## config.mk

```make
export PLATFORM = sky130hd
export DESIGN_NAME = mux_one_hot_csg_pipe
export DESIGN_NICKNAME = d
export VERILOG_FILES = /design/src/rtl/gc_csg_pkg.sv /design/src/rtl/csg_chan_sel.sv /design/src/rtl/mux_one_hot_csg_pipe.sv
export SDC_FILE = /design/constraint.sdc
export NUM_CORES = 1
export LEC_CHECK = 0
export BUFFER_PORTS_ARGS = -buffer_cell sky130_fd_sc_hd__buf_2
export CORE_AREA = 2 2 95 97
export CTS_CLUSTER_SIZE = 14
export DETAILED_ROUTE_END_ITERATION = 10
export DIE_AREA = 0 0 97 99
export GPL_TIMING_DRIVEN = 1
export PLACE_DENSITY = 0.81
export SYNTH_ARGS = -nofsm -noshare
export SYNTH_HDL_FRONTEND = slang
export SYNTH_HIERARCHICAL = 1
export SYNTH_SLANG_ARGS = --single-unit
```

## constraint.sdc

```tcl
create_clock -name clk -period 2.6 [get_ports clk]
set_input_delay 0.39 -clock clk [delete_from_list [all_inputs] [get_ports clk]]
set_output_delay 0.39 -clock clk [all_outputs]
set_load 0.02 [all_outputs]
```

## src/rtl/gc_csg_pkg.sv

```systemverilog
// Shared types and helpers for the pipelined CSG one-hot selector.
// Used by mux_one_hot_csg_pipe and csg_chan_sel.
package gc_csg_pkg;

    // Classification of one channel's select vector.
    typedef enum logic [1:0] {
        SEL_ZERO  = 2'd0,
        SEL_ONE   = 2'd1,
        SEL_MULTI = 2'd2
    } sel_stat_e;

    // Width of the packed multi-channel output bus.
    function automatic int out_width(input int nch, input int nsig);
        return nch * nsig;
    endfunction

    // Map zero / power-of-two flags of a select onto its status.
    function automatic sel_stat_e sel_stat(
        input logic is_zero,
        input logic is_pow2
    );
        sel_stat_e st;
        if (is_zero) begin
            st = SEL_ZERO;
        end else if (is_pow2) begin
            st = SEL_ONE;
        end else begin
            st = SEL_MULTI;
        end
        return st;
    endfunction

endpackage

```

## src/rtl/csg_chan_sel.sv

```systemverilog
// One selector channel: S1 masks the groups by the select and classifies it,
// S2 OR-reduces the masked groups. Optional macro: MUX_CSG_HOLD_LAST_EN.
module csg_chan_sel
    import gc_csg_pkg::*;
#(
    parameter int N = 3,
    parameter int M = 12
) (
    input  logic           clk,
    input  logic           reset,
    input  logic           s1_en_i,
    input  logic           s2_en_i,
    input  logic [M*N-1:0] grp_i,
    input  logic [M-1:0]   sel_i,
    output logic           illegal_o,
    output logic [N-1:0]   res_o,
    output logic           err_o
);

    localparam logic [M-1:0] SEL_LSB = M'(1);

    logic [M*N-1:0] mask_d;
    logic [M*N-1:0] mask_q;
    sel_stat_e      stat_d;
    sel_stat_e      stat_q;
    logic [N-1:0]   res_d;
    logic [N-1:0]   res_q;
    logic           err_d;
    logic           err_q;

    // Keep group x only when select bit x is set; classify the select.
    always_comb begin
        mask_d = '0;
        for (int x = 0; x < M; x++) begin
            mask_d[x*N +: N] = grp_i[x*N +: N] & {N{sel_i[x]}};
        end
        stat_d = sel_stat(sel_i == '0,
                          (sel_i & (sel_i - SEL_LSB)) == '0);
    end

    assign illegal_o = (stat_d != SEL_ONE);

    // Stage 1 registers: masked groups and select status.
    always_ff @(posedge clk) begin
        if (reset) begin
            mask_q <= '0;
            stat_q <= SEL_ZERO;
        end else if (s1_en_i) begin
            mask_q <= mask_d;
            stat_q <= stat_d;
        end
    end

    // OR-reduce the masked groups; multi-hot yields the legacy OR.
    always_comb begin
        res_d = '0;
        for (int x = 0; x < M; x++) begin
            res_d = res_d | mask_q[x*N +: N];
        end
`ifdef MUX_CSG_HOLD_LAST_EN
        if (stat_q == SEL_ZERO) begin
            res_d = res_q;
        end
`endif
        err_d = (stat_q != SEL_ONE);
    end

    // Stage 2 registers: channel result and its select error.
    always_ff @(posedge clk) begin
        if (reset) begin
            res_q <= '0;
            err_q <= 1'b0;
        end else if (s2_en_i) begin
            res_q <= res_d;
            err_q <= err_d;
        end
    end

    assign res_o = res_q;
    assign err_o = err_q;

endmodule

```

## src/rtl/mux_one_hot_csg_pipe.sv

```systemverilog
// Pipelined multi-channel CSG one-hot selector with valid/ready handshake
// and select-error tracking. Optional macro: MUX_CSG_HOLD_LAST_EN.
module mux_one_hot_csg_pipe
    import gc_csg_pkg::*;
#(
    parameter int NUM_OF_IC_SIGNALS        = 3,
    parameter int MAX_NO_OF_PROGRAM_BLOCKS = 12,
    parameter int NUM_OF_CHANNELS          = 2,
    parameter int ERR_CNT_W                = 8
) (
    input  logic clk,
    input  logic reset,
    input  logic [MAX_NO_OF_PROGRAM_BLOCKS*NUM_OF_IC_SIGNALS-1:0] in,
    input  logic [NUM_OF_CHANNELS*MAX_NO_OF_PROGRAM_BLOCKS-1:0]   s,
    input  logic in_valid,
    output logic in_ready,
    output logic [out_width(NUM_OF_CHANNELS, NUM_OF_IC_SIGNALS)-1:0] out,
    output logic out_valid,
    input  logic out_ready,
    output logic [NUM_OF_CHANNELS-1:0] sel_err,
    output logic err_sticky,
    output logic [ERR_CNT_W-1:0] err_cnt,
    input  logic err_clr
);

    localparam int NSIG = NUM_OF_IC_SIGNALS;
    localparam int MAXB = MAX_NO_OF_PROGRAM_BLOCKS;
    localparam int NCH  = NUM_OF_CHANNELS;

    logic                 v1_d;
    logic                 v1_q;
    logic                 v2_d;
    logic                 v2_q;
    logic                 s1_adv;
    logic                 s2_adv;
    logic                 fire;
    logic                 s2_load;
    logic [NCH-1:0]       ill;
    logic                 err_hit;
    logic [ERR_CNT_W-1:0] cnt_d;
    logic [ERR_CNT_W-1:0] cnt_q;
    logic                 sticky_d;
    logic                 sticky_q;

    // Each stage advances when empty or when its downstream advances.
    always_comb begin
        s2_adv  = !v2_q || out_ready;
        s1_adv  = !v1_q || s2_adv;
        fire    = in_valid && s1_adv;
        s2_load = s2_adv && v1_q;
        v1_d    = s1_adv ? in_valid : v1_q;
        v2_d    = s2_adv ? v1_q : v2_q;
    end

    // Stage valid flags.
    always_ff @(posedge clk) begin
        if (reset) begin
            v1_q <= 1'b0;
            v2_q <= 1'b0;
        end else begin
            v1_q <= v1_d;
            v2_q <= v2_d;
        end
    end

    assign in_ready  = s1_adv;
    assign out_valid = v2_q;

    for (genvar c = 0; c < NCH; c++) begin : g_ch
        csg_chan_sel #(
            .N (NSIG),
            .M (MAXB)
        ) u_sel (
            .clk       (clk),
            .reset     (reset),
            .s1_en_i   (fire),
            .s2_en_i   (s2_load),
            .grp_i     (in),
            .sel_i     (s[c*MAXB +: MAXB]),
            .illegal_o (ill[c]),
            .res_o     (out[c*NSIG +: NSIG]),
            .err_o     (sel_err[c])
        );
    end

    // Saturating error count and sticky flag; a clear beats a same-cycle hit.
    always_comb begin
        err_hit  = fire && (|ill);
        cnt_d    = cnt_q;
        sticky_d = sticky_q;
        if (err_clr) begin
            cnt_d    = '0;
            sticky_d = 1'b0;
        end else if (err_hit) begin
            sticky_d = 1'b1;
            if (cnt_q != '1) begin
                cnt_d = cnt_q + ERR_CNT_W'(1);
            end
        end
    end

    // Error status registers.
    always_ff @(posedge clk) begin
        if (reset) begin
            cnt_q    <= '0;
            sticky_q <= 1'b0;
        end else begin
            cnt_q    <= cnt_d;
            sticky_q <= sticky_d;
        end
    end

    assign err_cnt    = cnt_q;
    assign err_sticky = sticky_q;

    // A stalled result must not change or disappear.
    a_stall_stable: assert property (
        @(posedge clk) disable iff (reset)
        out_valid && !out_ready |=>
            out_valid && $stable(out) && $stable(sel_err)
    );

    // The error counter never wraps.
    a_cnt_sat: assert property (
        @(posedge clk) disable iff (reset)
        (err_cnt == '1) && !err_clr |=> err_cnt == '1
    );

endmodule

```

### Word-level counts from Yosys, hierarchy flattened

Cells that the tools add are included.

| cells by class | value |
|---|---|
| equal/unequal tests | 5 |
| multiply operators | 0 |
| add/sub/neg operators | 3 |
| shift operators | 0 |
| div/mod/pow operators | 0 |
| reductions and logical operators | 14 |
| magnitude comparators | 0 |
| mux-type cells | 4 |
| bitwise logic cells | 48 |

Operators with widths:

| operator | count |
|---|---|
| 3-bit bitwise AND | 24 |
| 3-bit OR | 22 |
| 12-bit logical NOT | 4 |
| 12-bit bitwise AND | 2 |
| 12-bit by 1-bit subtractor with 12-bit output, second input constant | 2 |
| 8-bit by 1-bit adder with 8-bit output, second input constant | 1 |
| 2-bit 2-to-1 mux | 4 |
| 2-bit by 1-bit inequality test with 1-bit output, second input constant | 4 |
| 8-bit inequality test, second input constant | 1 |
| 2-bit OR reduction | 2 |
| 1-bit logical AND | 3 |
| 1-bit logical NOT | 2 |
| 1-bit logical OR | 2 |
| 2-bit AND reduction | 1 |

| word-level totals | value |
|---|---|
| output and inout bits | 19 |
| memory bits (writable) | 0 |
| input bits | 65 |
| bits in registers | 95 |
| memory bits (read-only) | 0 |
| memories kept | 0 |
| bits in latches | 0 |
| logic and storage cells | 86 |

### Logic depth before layout (Yosys ltp)

| logic depth | value |
|---|---|
| word-level depth | 11 |
| depth in mapped cells | 10 |
| mapped depth without buffers | 9 |

### By module

The synthesis kept the hierarchy.

By module, submodules not included:

| module | instances | cells each | area an instance (µm²) |
|---|---|---|---|
| csg_chan_sel at g_ch[0].u_sel | 1 | 216 | 1778.0 |
| csg_chan_sel at g_ch[1].u_sel | 1 | 211 | 1775.5 |
| mux_one_hot_csg_pipe | 1 | 65 | 554.3 |

### Worst setup path after synthesis

OpenSTA, ideal clock, no wires.

| path | value |
|---|---|
| path kind | input port to flip-flop |
| from | input s[14] |
| to | register cnt_q[5] (netlist: err_cnt[5]) |
| arrival | 2.392 ns |
| library setup time | 0.070 ns |
| cell stages on the path | 9 |
| setup slack | 0.137 ns |
| data required time | 2.530 ns |
| cells stage by stage | or4_4 -> nor4_2 -> nand2_1 -> nand2_1 -> o21ai_1 -> nand2b_1 -> buf_2 -> or4_1 -> a21oi_1 |

| between the ends | value |
|---|---|
| longest elaborated chain between the ends | 9 |
| elaborated cells on any way between the ends | 10 |

Ends and longest elaborated chain:

| what | RTL line | text |
|---|---|---|
| start, declared | mux_one_hot_csg_pipe.sv:14 | `input logic [NUM_OF_CHANNELS*MAX_NO_OF_PROGRAM_BLOCKS-1:0] s,` |
| 12-bit by 1-bit subtractor with 12-bit output | csg_chan_sel.sv:38 | `(sel_i & (sel_i - SEL_LSB)) == '0);` |
| 12-bit bitwise AND | csg_chan_sel.sv:38 |  |
| 12-bit logical NOT | csg_chan_sel.sv:38 |  |
| 2-bit 2-to-1 mux | gc_csg_pkg.sv:25 | `end else if (is_pow2) begin` |
| 2-bit 2-to-1 mux * | gc_csg_pkg.sv:23 | `if (is_zero) begin` |
| 2-bit by 1-bit inequality test with 1-bit output * | csg_chan_sel.sv:41 | `assign illegal_o = (stat_d != SEL_ONE);` |
| named net ill[1] | mux_one_hot_csg_pipe.sv:38 | `logic [NCH-1:0] ill;` |
| 2-bit OR reduction * | mux_one_hot_csg_pipe.sv:88 | `err_hit = fire && (\|ill);` |
| 1-bit logical AND * | mux_one_hot_csg_pipe.sv:88 |  |
| 2-bit AND reduction (no source line) * | -- |  |
| end signal, assigned | mux_one_hot_csg_pipe.sv:108 | `cnt_q <= cnt_d;` |
| end, declared | mux_one_hot_csg_pipe.sv:41 | `logic [ERR_CNT_W-1:0] cnt_q;` |

Mark *: on every way through the listed nets, which the timed path passes. The rest lies on a longest branch.
A chain may end at the register's enable or synchronous reset.

### Final worst setup path

| path | value |
|---|---|
| from | input s[14] |
| to | register cnt_q[4] (netlist: err_cnt[4]) |

Same word-level chain as after synthesis.

==> results.md <==
* Status: completed
* Post-synth top flop: dfxtp_1
* Hold Vio Cnt, Final at 0
* Initial drt markers at between 200 and 300
* Total Neg Setup Slack at 0 ps
* Arrival time at the worst endpoint at around 2700 ps
* Largest vdd supply drop at 0.2400 mV
* Initial core utilization at 0.4804
* Internal power at between 2 and 2.5 mW
* Sequential share of the synthesized area at 0.4630
* Setup Skew at 11.65 ps
* Share of the synthesized area in the top cell type at 0.4630
* Antenna cells at 0
* Switching pwr at about 0.77 mW
* Worst hold path type: input port to register
* Vias/cell at approximately 5.7
* Avg Cell Area, Syn at between 8 and 9 sq um
* Worst setup path endpoint: err_cnt[4]
* Slew Limit Fails at 0
* Setup Viol. Count Final at 0
* Post-synthesis register bit count at between 90 and 100
* Antenna Violating Nets Remaining at 0
* CTS Buf Count at 9
* Skew-Pair Late Insertion Delay at between 300 and 400 ps
* Register-to-register setup slack at 850 ps
* Pleak at approximately 1.9 nW
* Synth Instances at approximately 490
* I/O pins at 84
* Power Density at 571.8 nW/um^2
* Chip width at between 90 and 100 um
* Total GRT Usage at 0.2209
* GPL Wtd Cong at between 0.9 and 1
* HPWL after DPL at between 7 and 8 mm
* CTS root buf: clkbuf_8
* Max Cap Viol at 0
* Register-to-Register Path Depth at 6
* Drt total wl at about 11 mm
* Clk pwr share at 0.312
* Max FO, Critical Path at 9
* Startpoint types: input port
* Vias in the first global route at 3742
* Area growth syn-to-layout at 19.07%
* Cts hold-fix bufs at 0
* Worst setup path start: s[14]
* Port bufs at 83
* Clock Sinks at between 90 and 100
* Routed wire per std cell at 15.66 um
* First-pass GRT wire length at ~17 mm
* Fmax at a little over 400 MHz
* Drt pass-1 iters at 5
* Crit path capture type: register
* Reg-to-reg endpoint: g_ch[0].u_sel/mask_q[15]
* CTS tree: done
* RSZ-0062 raised after global routing: no
* Critical Path RT at slightly below 3000 ps
* DIE HEIGHT at between 90 and 100 um
* Worst Tran Pin Value at around 530 ps
* Nets at 642
* Final Non-Filler Cells at 689
* Normalized max-slew margin at 0.6414
* Row count at 34
* Post-CTS setup buffers at 0
* Core Area at approximately 8600 sq um
* R2R Path Start: out_valid
* Grt ovf at 0
* PostCTS Resize Cnt at 0
* Clk pin slew, worst setup/hold paths at 90 ps
* Max Buffers Root-to-Sink at 2
* Die area at between 9000 and 10000 sq um
* CTS H-tree depth at 3
* Post-synth net total at roughly 560
* Sequential fraction of design power at 0.553
* Post-synth top cells: 95 x dfxtp_1, 82 x nand3_1, 80 x a21oi_1
* Residual DRC at 0
* Unique masters post-synth at 53
* Async SR Flop Fraction at 0
* Fin crit share at 0.9274
* Synth warnings at 6
* Mapped Area at 4108 sq um
* Switching share of power at 0.2763
* Post-synth EDFFs at 0
* Logic pwr share at 0.135
* Post-route minimum period at between 2000 and 2500 ps
* Largest net degree at the start of global routing at 60
* Cell taking the most area after synthesis: dfxtp_1
* WHS at just under 300 ps
* Initial antenna violation count at 0
* Count leader, synth: dfxtp_1
* Post-Place Cells at ~670
* Synth top area cells: dfxtp_1 46%, nand2b_1 11%, nand3_1 10%, a21oi_1 9.7%, nor4_1 3.2%
* Kind of critical path: input port to register
* Layout cell share with drive strength beyond 1 at 0.2255
* Via count at ~3900
sequential cells by signal (all words and copies together) (netlist names):
register and cells:
g_ch.u_sel/mask_q 72, err_cnt 8, g_ch.u_sel/res_o 6, g_ch.u_sel/stat_q 4, g_ch.u_sel/err_o 2, err_sticky 1, out_valid 1, v1_q 1
layout by cell type (no fill, tap or decap), types with 2 or more instances in the layout:
| master | count |
|---|---|
| dfxtp_1 | 95 |
| nand4_1 | 2 |
| clkinvlp_4 | 2 |
| inv_1 | 6 |
| o21ai_0 | 2 |
| nand3_1 | 82 |
| o31ai_1 | 4 |
| a41o_1 | 3 |
| nor4_1 | 21 |
| buf_12 | 2 |
| nor3b_1 | 2 |
| a211oi_1 | 2 |
| nor3_1 | 5 |
| nand2_1 | 18 |
| o21ai_1 | 2 |
| nor4_2 | 2 |
| buf_4 | 19 |
| nor2_1 | 22 |
| a21oi_1 | 80 |
| buf_2 | 83 |
| o22ai_1 | 3 |
| or4_1 | 3 |
| or3_1 | 2 |
| clkinv_4 | 2 |
| o221a_2 | 3 |
| clkbuf_8 | 9 |
| nand2b_1 | 74 |
worst max-delay path, cell delays in order:
cell and delay (ps):
buf_2 110, or4_4 560, nor4_2 300, nand2_1 150, nand2_1 80, o21ai_1 120, nand2b_1 280, or4_1 550
a21oi_1 160
layer usage:
| metal | share of wire | GRT usage | vias to the layer above | wire length (um) |
|---|---|---|---|---|
| li1 | - | - | 1938 | - |
| met2 | 0.49 | 0.3755 | 114 | 5303 |
| met5 | 0 | 0 | - | 0 |
| met3 | 0.050 | 0.04539 | 27 | 539 |
| met1 | 0.43 | 0.2730 | 1848 | 4677 |
| met4 | 0.025 | 0.09534 | 0 | 272 |
layout make-up:
class | instances | area [sq um]
Clock buffer | 10 | 127.6
Timing Repair Buffer | 104 | 598.1
Clock inverter | 6 | 46.29
Sequential cell | 95 | 1902
Fill cell | 775 | 3660
Tap cell | 108 | 135.1
Multi-Input combinational cell | 359 | 2056
Inverter | 7 | 26.28
worst min-delay path by stage:
stage	startpoint	to	slack, ps	cells after the start
2_1_floorplan	g_ch[0].u_sel/mask_q[14]	g_ch[0].u_sel/mask_q[14]	450	2
3_3_place_gp	err_sticky	err_sticky	450	2
3_5_place_dp	g_ch[1].u_sel/mask_q[27]	g_ch[1].u_sel/mask_q[27]	460	2
4_1_cts	in[7]	g_ch[1].u_sel/mask_q[7]	290	3
5_1_grt	in[7]	g_ch[1].u_sel/mask_q[7]	290	3
6_report	in_valid	v1_q	300	3
cell families (layout without fill, tap and decap cells):
| logic type | count (synthesis) | count (layout) | share of synthesized area |
|---|---|---|---|
| compound gates | 113 | 113 | 0.1621 |
| xor+xnor | 1 | 1 | 0.002133 |
| fa+ha+maj | 2 | 2 | 0.005482 |
| buf+inv | 38 | 127 | 0.03716 |
| flops | 95 | 95 | 0.4630 |
| simple gates | 243 | 243 | 0.3302 |
through the flow:
stage | power [mW] | worst slack [ps] | util | area (sq um)
3_3_place_gp | 1.944 | -85.91 | 0.5517 | 4717
3_5_place_dp | 1.954 | -175.5 | 0.5517 | 4717
2_1_floorplan | 1.776 | 137.5 | - | 4108
4_1_cts | 2.815 | 208.5 | 0.5720 | 4891
6_report | 2.797 | 188.8 | 0.5720 | 4891
5_1_grt | 2.908 | 82.52 | 0.5720 | 4891
power groups by stage:
stage               logic [mW]  clock network (mW)  registers [mW]
global placement         0.367                   0            1.58
finish                   0.378               0.873            1.55
floorplan                0.190                   0            1.59
global route             0.413               0.941            1.55
CTS                      0.376               0.893            1.55
detailed placement       0.374                   0            1.58
Note: power is estimated with default switching activity, not from simulation.
